==> src/rtl/sdram_port_arbiter.sv <==
// Shares one SDRAM controller port between the I-cache and D-cache miss engines.
// Requests are latched per port, granted round-robin, and issued one at a time.
module sdram_port_arbiter #(
    parameter int unsigned ADDR_W = 24,
    parameter int unsigned DATA_W = 32
) (
    input  logic              clk,
    input  logic              reset,
    input  logic [ADDR_W-1:0] i_addr,
    input  logic [DATA_W-1:0] i_data,
    input  logic              i_we,
    input  logic              i_start,
    output logic [DATA_W-1:0] i_q,
    output logic              i_done,
    output logic              i_ready,
    input  logic [ADDR_W-1:0] d_addr,
    input  logic [DATA_W-1:0] d_data,
    input  logic              d_we,
    input  logic              d_start,
    output logic [DATA_W-1:0] d_q,
    output logic              d_done,
    output logic              d_ready,
    output logic [ADDR_W-1:0] sd_addr,
    output logic [DATA_W-1:0] sd_data,
    output logic              sd_we,
    output logic              sd_start,
    input  logic [DATA_W-1:0] sd_q,
    input  logic              sd_done,
    input  logic              sd_ready
);

    localparam logic PORT_I = 1'b0;
    localparam logic PORT_D = 1'b1;

    typedef enum logic [1:0] {
        ST_IDLE  = 2'd0,
        ST_ISSUE = 2'd1,
        ST_WAIT  = 2'd2
    } state_t;

    state_t            r_state;
    state_t            w_state_nxt;
    logic              r_pend_i;
    logic              r_pend_d;
    logic [ADDR_W-1:0] r_addr_i;
    logic [ADDR_W-1:0] r_addr_d;
    logic [DATA_W-1:0] r_data_i;
    logic [DATA_W-1:0] r_data_d;
    logic              r_we_i;
    logic              r_we_d;
    logic              r_last;
    logic              r_gnt;
    logic              w_any;
    logic              w_win;
    logic              w_issue;
    logic              w_complete;

    // On a tie the port that was not granted last time wins.
    assign w_any   = r_pend_i | r_pend_d;
    assign w_win   = (r_pend_i & r_pend_d) ? ~r_last : r_pend_d;
    assign i_ready = ~r_pend_i;
    assign d_ready = ~r_pend_d;

    always_ff @(posedge clk or negedge reset) begin
        if (!reset) begin
            r_state <= ST_IDLE;
        end else begin
            r_state <= w_state_nxt;
        end
    end

    always_comb begin
        w_state_nxt = r_state;
        w_issue     = 1'b0;
        w_complete  = 1'b0;
        case (r_state)
            ST_IDLE: begin
                if (w_any && sd_ready) begin
                    w_issue     = 1'b1;
                    w_state_nxt = ST_ISSUE;
                end
            end
            ST_ISSUE: begin
                w_state_nxt = ST_WAIT;
            end
            ST_WAIT: begin
                if (sd_done) begin
                    w_complete  = 1'b1;
                    w_state_nxt = ST_IDLE;
                end
            end
            default: begin
                w_state_nxt = ST_IDLE;
            end
        endcase
    end

    // Holding registers: a start is taken only while the port has nothing pending.
    always_ff @(posedge clk or negedge reset) begin
        if (!reset) begin
            r_pend_i <= 1'b0;
            r_pend_d <= 1'b0;
            r_addr_i <= '0;
            r_addr_d <= '0;
            r_data_i <= '0;
            r_data_d <= '0;
            r_we_i   <= 1'b0;
            r_we_d   <= 1'b0;
        end else begin
            if (i_start && !r_pend_i) begin
                r_pend_i <= 1'b1;
                r_addr_i <= i_addr;
                r_data_i <= i_data;
                r_we_i   <= i_we;
            end else if (w_complete && (r_gnt == PORT_I)) begin
                r_pend_i <= 1'b0;
            end
            if (d_start && !r_pend_d) begin
                r_pend_d <= 1'b1;
                r_addr_d <= d_addr;
                r_data_d <= d_data;
                r_we_d   <= d_we;
            end else if (w_complete && (r_gnt == PORT_D)) begin
                r_pend_d <= 1'b0;
            end
        end
    end

    // Downstream command; address/data/we hold between transactions.
    always_ff @(posedge clk or negedge reset) begin
        if (!reset) begin
            sd_start <= 1'b0;
            sd_addr  <= '0;
            sd_data  <= '0;
            sd_we    <= 1'b0;
            r_gnt    <= PORT_I;
            r_last   <= PORT_I;
        end else begin
            sd_start <= w_issue;
            if (w_issue) begin
                sd_addr <= (w_win == PORT_D) ? r_addr_d : r_addr_i;
                sd_data <= (w_win == PORT_D) ? r_data_d : r_data_i;
                sd_we   <= (w_win == PORT_D) ? r_we_d   : r_we_i;
                r_gnt   <= w_win;
                r_last  <= w_win;
            end
        end
    end

    // Completion routing back to the granted port only.
    always_ff @(posedge clk or negedge reset) begin
        if (!reset) begin
            i_done <= 1'b0;
            d_done <= 1'b0;
            i_q    <= '0;
            d_q    <= '0;
        end else begin
            i_done <= w_complete && (r_gnt == PORT_I);
            d_done <= w_complete && (r_gnt == PORT_D);
            if (w_complete && (r_gnt == PORT_I)) begin
                i_q <= sd_q;
            end
            if (w_complete && (r_gnt == PORT_D)) begin
                d_q <= sd_q;
            end
        end
    end

endmodule
==> config.mk <==
export PLATFORM = sky130hd
export DESIGN_NAME = sdram_port_arbiter
export DESIGN_NICKNAME = d
export VERILOG_FILES = /design/src/rtl/sdram_port_arbiter.sv
export SDC_FILE = /design/constraint.sdc
export NUM_CORES = 1
export LEC_CHECK = 0
export CAP_MARGIN = 10
export CORE_UTILIZATION = 45
export CTS_CLUSTER_SIZE = 8
export DETAILED_ROUTE_END_ITERATION = 16
export PLACE_DENSITY = 0.77
export REMOVE_ABC_BUFFERS = 1
export SLEW_MARGIN = 10
export SYNTH_ARGS = -nofsm -noshare
export SYNTH_HDL_FRONTEND = slang
export SYNTH_SLANG_ARGS = --single-unit
==> constraint.sdc <==
create_clock -name clk -period 4.2 [get_ports clk]
set_clock_uncertainty 0.1 [all_clocks]
set_input_delay 0.63 -clock clk [delete_from_list [all_inputs] [get_ports clk]]
set_output_delay 0.63 -clock clk [all_outputs]
set_load 0.05 [all_outputs]
==> flow_summary.json, run 1 <==
{
  "dr.pass1.iters": 4,
  "via_per_inst": 5.59,
  "rsz0062_at_grt": "no",
  "gp_congestion": 0.861,
  "path_cells": "inv_1 > clkdlybuf4s50_1",
  "synth_area_leaders": "dfrtp_1, mux2_2, a2bb2oi_1",
  "combinationalPowerShare_pct": 48.4,
  "register_area_um2": 6080,
  "r2r_setup_slack_ns": 1.85,
  "postRouteAntennaNets": 0,
  "grt_pass1_wl_um": 40600,
  "powerDensity_nw_per_um2": 963,
  "final_cell_area_um2": 13400,
  "dp_slack_ns": 1.59,
  "setup_slack_ns": 1.49,
  "grt_usage_pct": 24.3,
  "synth_area_leader_cell": "dfrtp_1",
  "core_area_um2": 20400,
  "cts_hold_buf": 0,
  "final_common_cell": "clkdlybuf4s50_1",
  "layout_common_cells": "clkdlybuf4s50_1, dfrtp_1, mux2_2",
  "cts_resized": 0,
  "hp-class": "in2async",
  "clk_latency_ns": 0.49,
  "num_vias": 6450,
  "p_clk_share_pct": 18.9,
  "post-dp-hpwl_um": 16300,
  "swShare_pct": 41.1,
  "period_share_pct": 64.5,
  "finalCriticalPeriod_ns": 2.71,
  "max-vdd-ir-drop_mv": 0.644,
  "cp.arrival_ns": 1.98,
  "slowest_stage": "clkdlybuf4s50_1",
  "synth_area_um2": 9450,
  "status": "finished, final reports clean",
  "wl_per_cell_um": 22.3,
  "layout.nets": 1035,
  "reg2reg_depth": 4,
  "slew_headroom_pct": 25.7,
  "grt-busiest-layer": "met2",
  "clock-sinks": 243,
  "p_sw_mw": 5.32,
  "crit_path_end_kind": "primary output",
  "ys_seq_area_share_pct": 64.3,
  "cts_tree": "built",
  "route.detailed.drc": 0,
  "critical_path_class": "reg2out",
  "grt_max_degree": 125,
  "area_delta_synth_final_pct": 41.9,
  "path_buf_inv": 2,
  "n_antenna_cell": 0,
  "setup_violations": 0,
  "ys_ff_latch": 243,
  "cts_buffers": 36,
  "finalHoldViolCount": 0,
  "place_area_um2": 12500,
  "ys.warnings.count": 0,
  "seqPwrFrac_pct": 32.8,
  "first_iter_violations": 253,
  "drv_slew": 0,
  "wirelength_um": 25700,
  "gr-usage-met3_pct": 8.48,
  "rows": 52,
  "cap_violations": 0,
  "crit_required_ns": 3.47,
  "start_util_pct": 46.3,
  "gr-total-overflow": 0,
  "setup.worst_path.start": "r_pend_d",
  "clockRootBuffer": "clkbuf_16",
  "syn_inst": 603,
  "htree_levels": 2,
  "multi_input_area_um2": 3170,
  "crit_path_max_incr_delay_ns": 0.86,
  "rr_startpoint": "r_pend_d",
  "antenna_found_initial": 0,
  "clockBufferDepth": 3,
  "r2r-end": "sd_addr[15]",
  "io_buffer_count": 277,
  "tightest_slew_ns": 1.11,
  "fmax_mhz": 369,
  "nFillCells": 1480,
  "cp_top_family": "buffers and inverters",
  "use_met2_pct": 37.5,
  "cellInternalPower_mw": 7.61,
  "syn_area_per_cell_um2": 15.7,
  "fp.dieW_um": 147,
  "fp.dieH_um": 147,
  "grt_pass1_vias": 7182,
  "cp_max_fo": 5,
  "yosys.area.top_type_share_pct": 64.3,
  "yosysUniqueCellTypes": 24,
  "post-cts-setup-buffers": 0,
  "leakagePower_nw": 5.49,
  "pin_count": 278,
  "clk_pin_slew_ns": 0.05,
  "dieArea_um2": 21600,
  "critPathLaunchType": "flip-flop",
  "drive_above_1_share_pct": 26.7,
  "met1_usage_pct": 32.3
}
[final cells by class]
class	instances	area share, %
Inverter	4	0.112
Clock buffer	37	6.90
Multi-Input combinational cell	307	23.6
Sequential cell	243	45.3
Clock inverter	1	0.0560
Tap cell	270	2.52
Timing Repair Buffer	291	21.5
[cell families (layout without fill, tap and decap cells)]
logic type / count (synthesis) / count (layout) / synth area share (%)
flip-flops: 243 / 243 / 64.3
multiplexers: 180 / 180 / 21.4
AO/OA/AOI/OAI: 119 / 119 / 11.0
buffers and inverters: 53 / 333 / 2.62
AND/OR/NAND/NOR: 8 / 8 / 0.609
[registers in the layout, summed over array words and instances (netlist names), 2 cells and up]
name and cells:
d_q 32, r_addr_i 24, r_state 2, sd_addr 24, r_data_d 32, sd_data 32, r_data_i 32, i_q 32
r_addr_d 24
[worst max path at each step]
stage	slack, ns	cells after the start	to
after floorplan	-0.11	3	r_gnt
after global placement	1.62	4	r_addr_d[21]
after detailed placement	1.59	4	r_addr_d[17]
after CTS	1.47	2	d_ready
after global routing	1.41	2	d_ready
final	1.49	2	d_ready
[layer usage]
metal | up-vias | share of wire (%) | routed length [µm]
li1 | 2827 | - | -
met3 | 34 | 10 | 2660
met4 | 0 | 1.8 | 475
met2 | 291 | 46 | 11900
met1 | 3298 | 42 | 10700
met5 | - | 0 | 0
[power by group through the flow]
stage | Combinational, mW | Clock (mW) | Sequential (mW)
final | 6.25 | 2.44 | 4.23
after global routing | 6.56 | 2.61 | 4.37
after floorplan | 2.16 | 0 | 6.11
after CTS | 6.29 | 2.51 | 4.23
after detailed placement | 6.25 | 0 | 4.24
after global placement | 6.13 | 0 | 4.17
[synth_stat cells]
cell type	instances
nor3b_2	1
nor2b_1	3
a21bo_2	1
a2bb2oi_1	57
a21boi_2	1
buf_4	2
mux2_1	3
a21boi_0	1
inv_2	1
o32ai_1	57
nand2_1	1
nor3_2	1
mux2_2	175
buf_6	3
o21bai_1	1
inv_1	3
buf_2	15
dfrtp_1	243
buf_1	4
or3_1	1
mux2i_1	2
a21o_1	1
nand2b_1	1
clkbuf_1	25
[stage by stage]
stage                     power, mW  util [%]  cells  setup TNS, ns  hold slack, ns
final                          12.9      65.7   1153              0           0.112
after global routing           13.5      65.7   1153              0           0.201
after CTS                      13.0      65.7   1153              0           0.175
after detailed placement       10.5      61.1   1115              0           0.383
after global placement         10.3      61.1   1115              0           0.385
after floorplan                8.27         -    554         -0.404           0.234
No activity file was read; power rests on OpenSTA's default activity.
==> run 2: changes to the inputs <==
CORE_UTILIZATION = 43   (was 45)
clock period = 2.4 ns   (was 4.2 ns; I/O delays follow)
==> run 2 against run 1 <==
Clock-buffer cell count did not move. First-iteration DRC count fell by 15%. Sequential power rose by 74%. Routed wire length fell by 1.1%. Critical endpoint is now sd_data[3].
==> flow_summary.json, run 2 (synthesis gave the netlist of run 1 again) <==
{
  "layout.nets": 1044,
  "wirelength_um": 25400,
  "clockRootBuffer": "clkbuf_16",
  "rsz0062_at_grt": "no",
  "clock-sinks": 243,
  "postRouteAntennaNets": 0,
  "tightest_slew_ns": 0.674,
  "max-vdd-ir-drop_mv": 1.15,
  "dr.pass1.iters": 4,
  "final_common_cell": "clkdlybuf4s50_1",
  "setup_violations": 0,
  "cp_top_family": "buffers and inverters",
  "fp.dieW_um": 150,
  "rr_startpoint": "r_pend_i",
  "dr_wl_met3_um": 2950,
  "slowest_stage": "clkdlybuf4s50_1",
  "rows": 53,
  "hp-class": "in2async",
  "gp_congestion": 0.740,
  "reg2reg_depth": 4,
  "r2r_setup_slack_ns": 0.61,
  "via_per_inst": 5.56,
  "highest_layer": "met4",
  "final_cell_area_um2": 13600,
  "first_iter_violations": 214,
  "place_inst": 1128,
  "grt_usage_pct": 23.0,
  "path_buf_inv": 1,
  "pin_count": 278,
  "finalCriticalPeriod_ns": 2.17,
  "htree_levels": 2,
  "clk_latency_ns": 0.49,
  "clk_pin_slew_ns": 0.05,
  "drive_above_1_share_pct": 27.5,
  "antenna_found_initial": 0,
  "cap_violations": 0,
  "wl_per_cell_um": 21.8,
  "cts_buffers": 36,
  "slew_headroom_pct": 55.0,
  "crit_path_end_kind": "primary output",
  "critical_path_class": "reg2out",
  "layout_common_cells": "clkdlybuf4s50_1, dfrtp_1, mux2_2",
  "cp_max_fo": 2,
  "place_area_um2": 12700,
  "area_delta_synth_final_pct": 44.0,
  "wl_met2_um": 11600,
  "instances_no_fill": 1167,
  "core_area_um2": 21300,
  "period_share_pct": 90.2,
  "r2r-end": "sd_data[26]",
  "finalHoldViolCount": 0,
  "critPathLaunchType": "flip-flop",
  "gr-total-overflow": 0,
  "drv_slew": 0,
  "crit_required_ns": 1.94,
  "start_util_pct": 44.4,
  "route.detailed.drc": 0,
  "cp.arrival_ns": 1.71,
  "grt_pass1_wl_um": 40000,
  "met1Wirelength_um": 10500,
  "crit_path_max_incr_delay_ns": 0.85,
  "n_antenna_cell": 0,
  "fp.dieH_um": 150,
  "io_buffer_count": 277,
  "post-dp-hpwl_um": 16400,
  "grt_max_degree": 58,
  "powerDensity_nw_per_um2": 1670,
  "grt_pass1_vias": 7230,
  "fmax_mhz": 462,
  "status": "finished, final reports clean",
  "cts_tree": "built",
  "leakagePower_nw": 5.57,
  "num_vias": 6492,
  "clockBufferDepth": 3,
  "path_cells": "clkdlybuf4s50_1",
  "dieArea_um2": 22600
}
==> run 2: power by group <==
group / leakage (nW) / switching, mW / internal [mW] / total, mW
logic: 2.28 / 6.53 / 4.57 / 11.1
registers: 2.84 / 1.19 / 6.19 / 7.38
clock network: 0.456 / 1.63 / 2.69 / 4.32
total: 5.57 / 9.35 / 13.4 / 22.8
==> run 2: worst max-delay path by stage <==
stage / startpoint / end / slack (ns) / cells after the start
floorplan: r_state[0] / r_gnt / -1.75 / 3
global placement: sd_done / d_q[24] / 0.32 / 5
detailed placement: sd_done / d_q[24] / 0.31 / 5
CTS: i_q[28] / i_q[28] / 0.20 / 1
global route: sd_data[3] / sd_data[3] / 0.19 / 1
finish: sd_data[3] / sd_data[3] / 0.23 / 1
==> run 2: per-stage QoR <==
| stage | setup WS, ns | setup TNS (ns) | total power [mW] | util [%] | hold WS (ns) |
|---|---|---|---|---|---|
| 5_1_grt | 0.187 | 0 | 23.9 | 64.0 | 0.363 |
| 2_1_floorplan | -1.75 | -241.42 | 14.5 | - | -0.0356 |
| 4_1_cts | 0.200 | 0 | 23.0 | 64.0 | 0.314 |
| 3_5_place_dp | 0.315 | 0 | 18.5 | 59.5 | 0.228 |
| 3_3_place_gp | 0.320 | 0 | 18.3 | 59.5 | 0.230 |
| 6_report | 0.235 | 0 | 22.8 | 64.0 | 0.306 |
==> run 2: cell type report <==
class	count	area, µm²
tap	275	344
clock inverter	1	7.51
clock buffer	37	926
timing repair buffer	300	3070
inverter	4	15.0
fill	1590	7670
multi-input combinational	307	3170
sequential	243	6080
==> run 2: what timing repair did <==
| item | in CTS | in global routing |
|---|---|---|
| hold buffers | 1 | 0 |
| buffers inserted | 0 | 0 |
| gates resized for setup | 1 | 0 |
| endpoints found under the hold margin | 51 | 0 |
| endpoints found under the setup margin | 1 | 0 |
==> run 2: layer usage <==
| metal | vias up | GRT usage (%) |
|---|---|---|
| met3 | 32 | 9.39 |
| li1 | 2844 | - |
| met5 | - | 0 |
| met4 | 0 | 6.01 |
| met1 | 3323 | 29.1 |
| met2 | 293 | 36.4 |
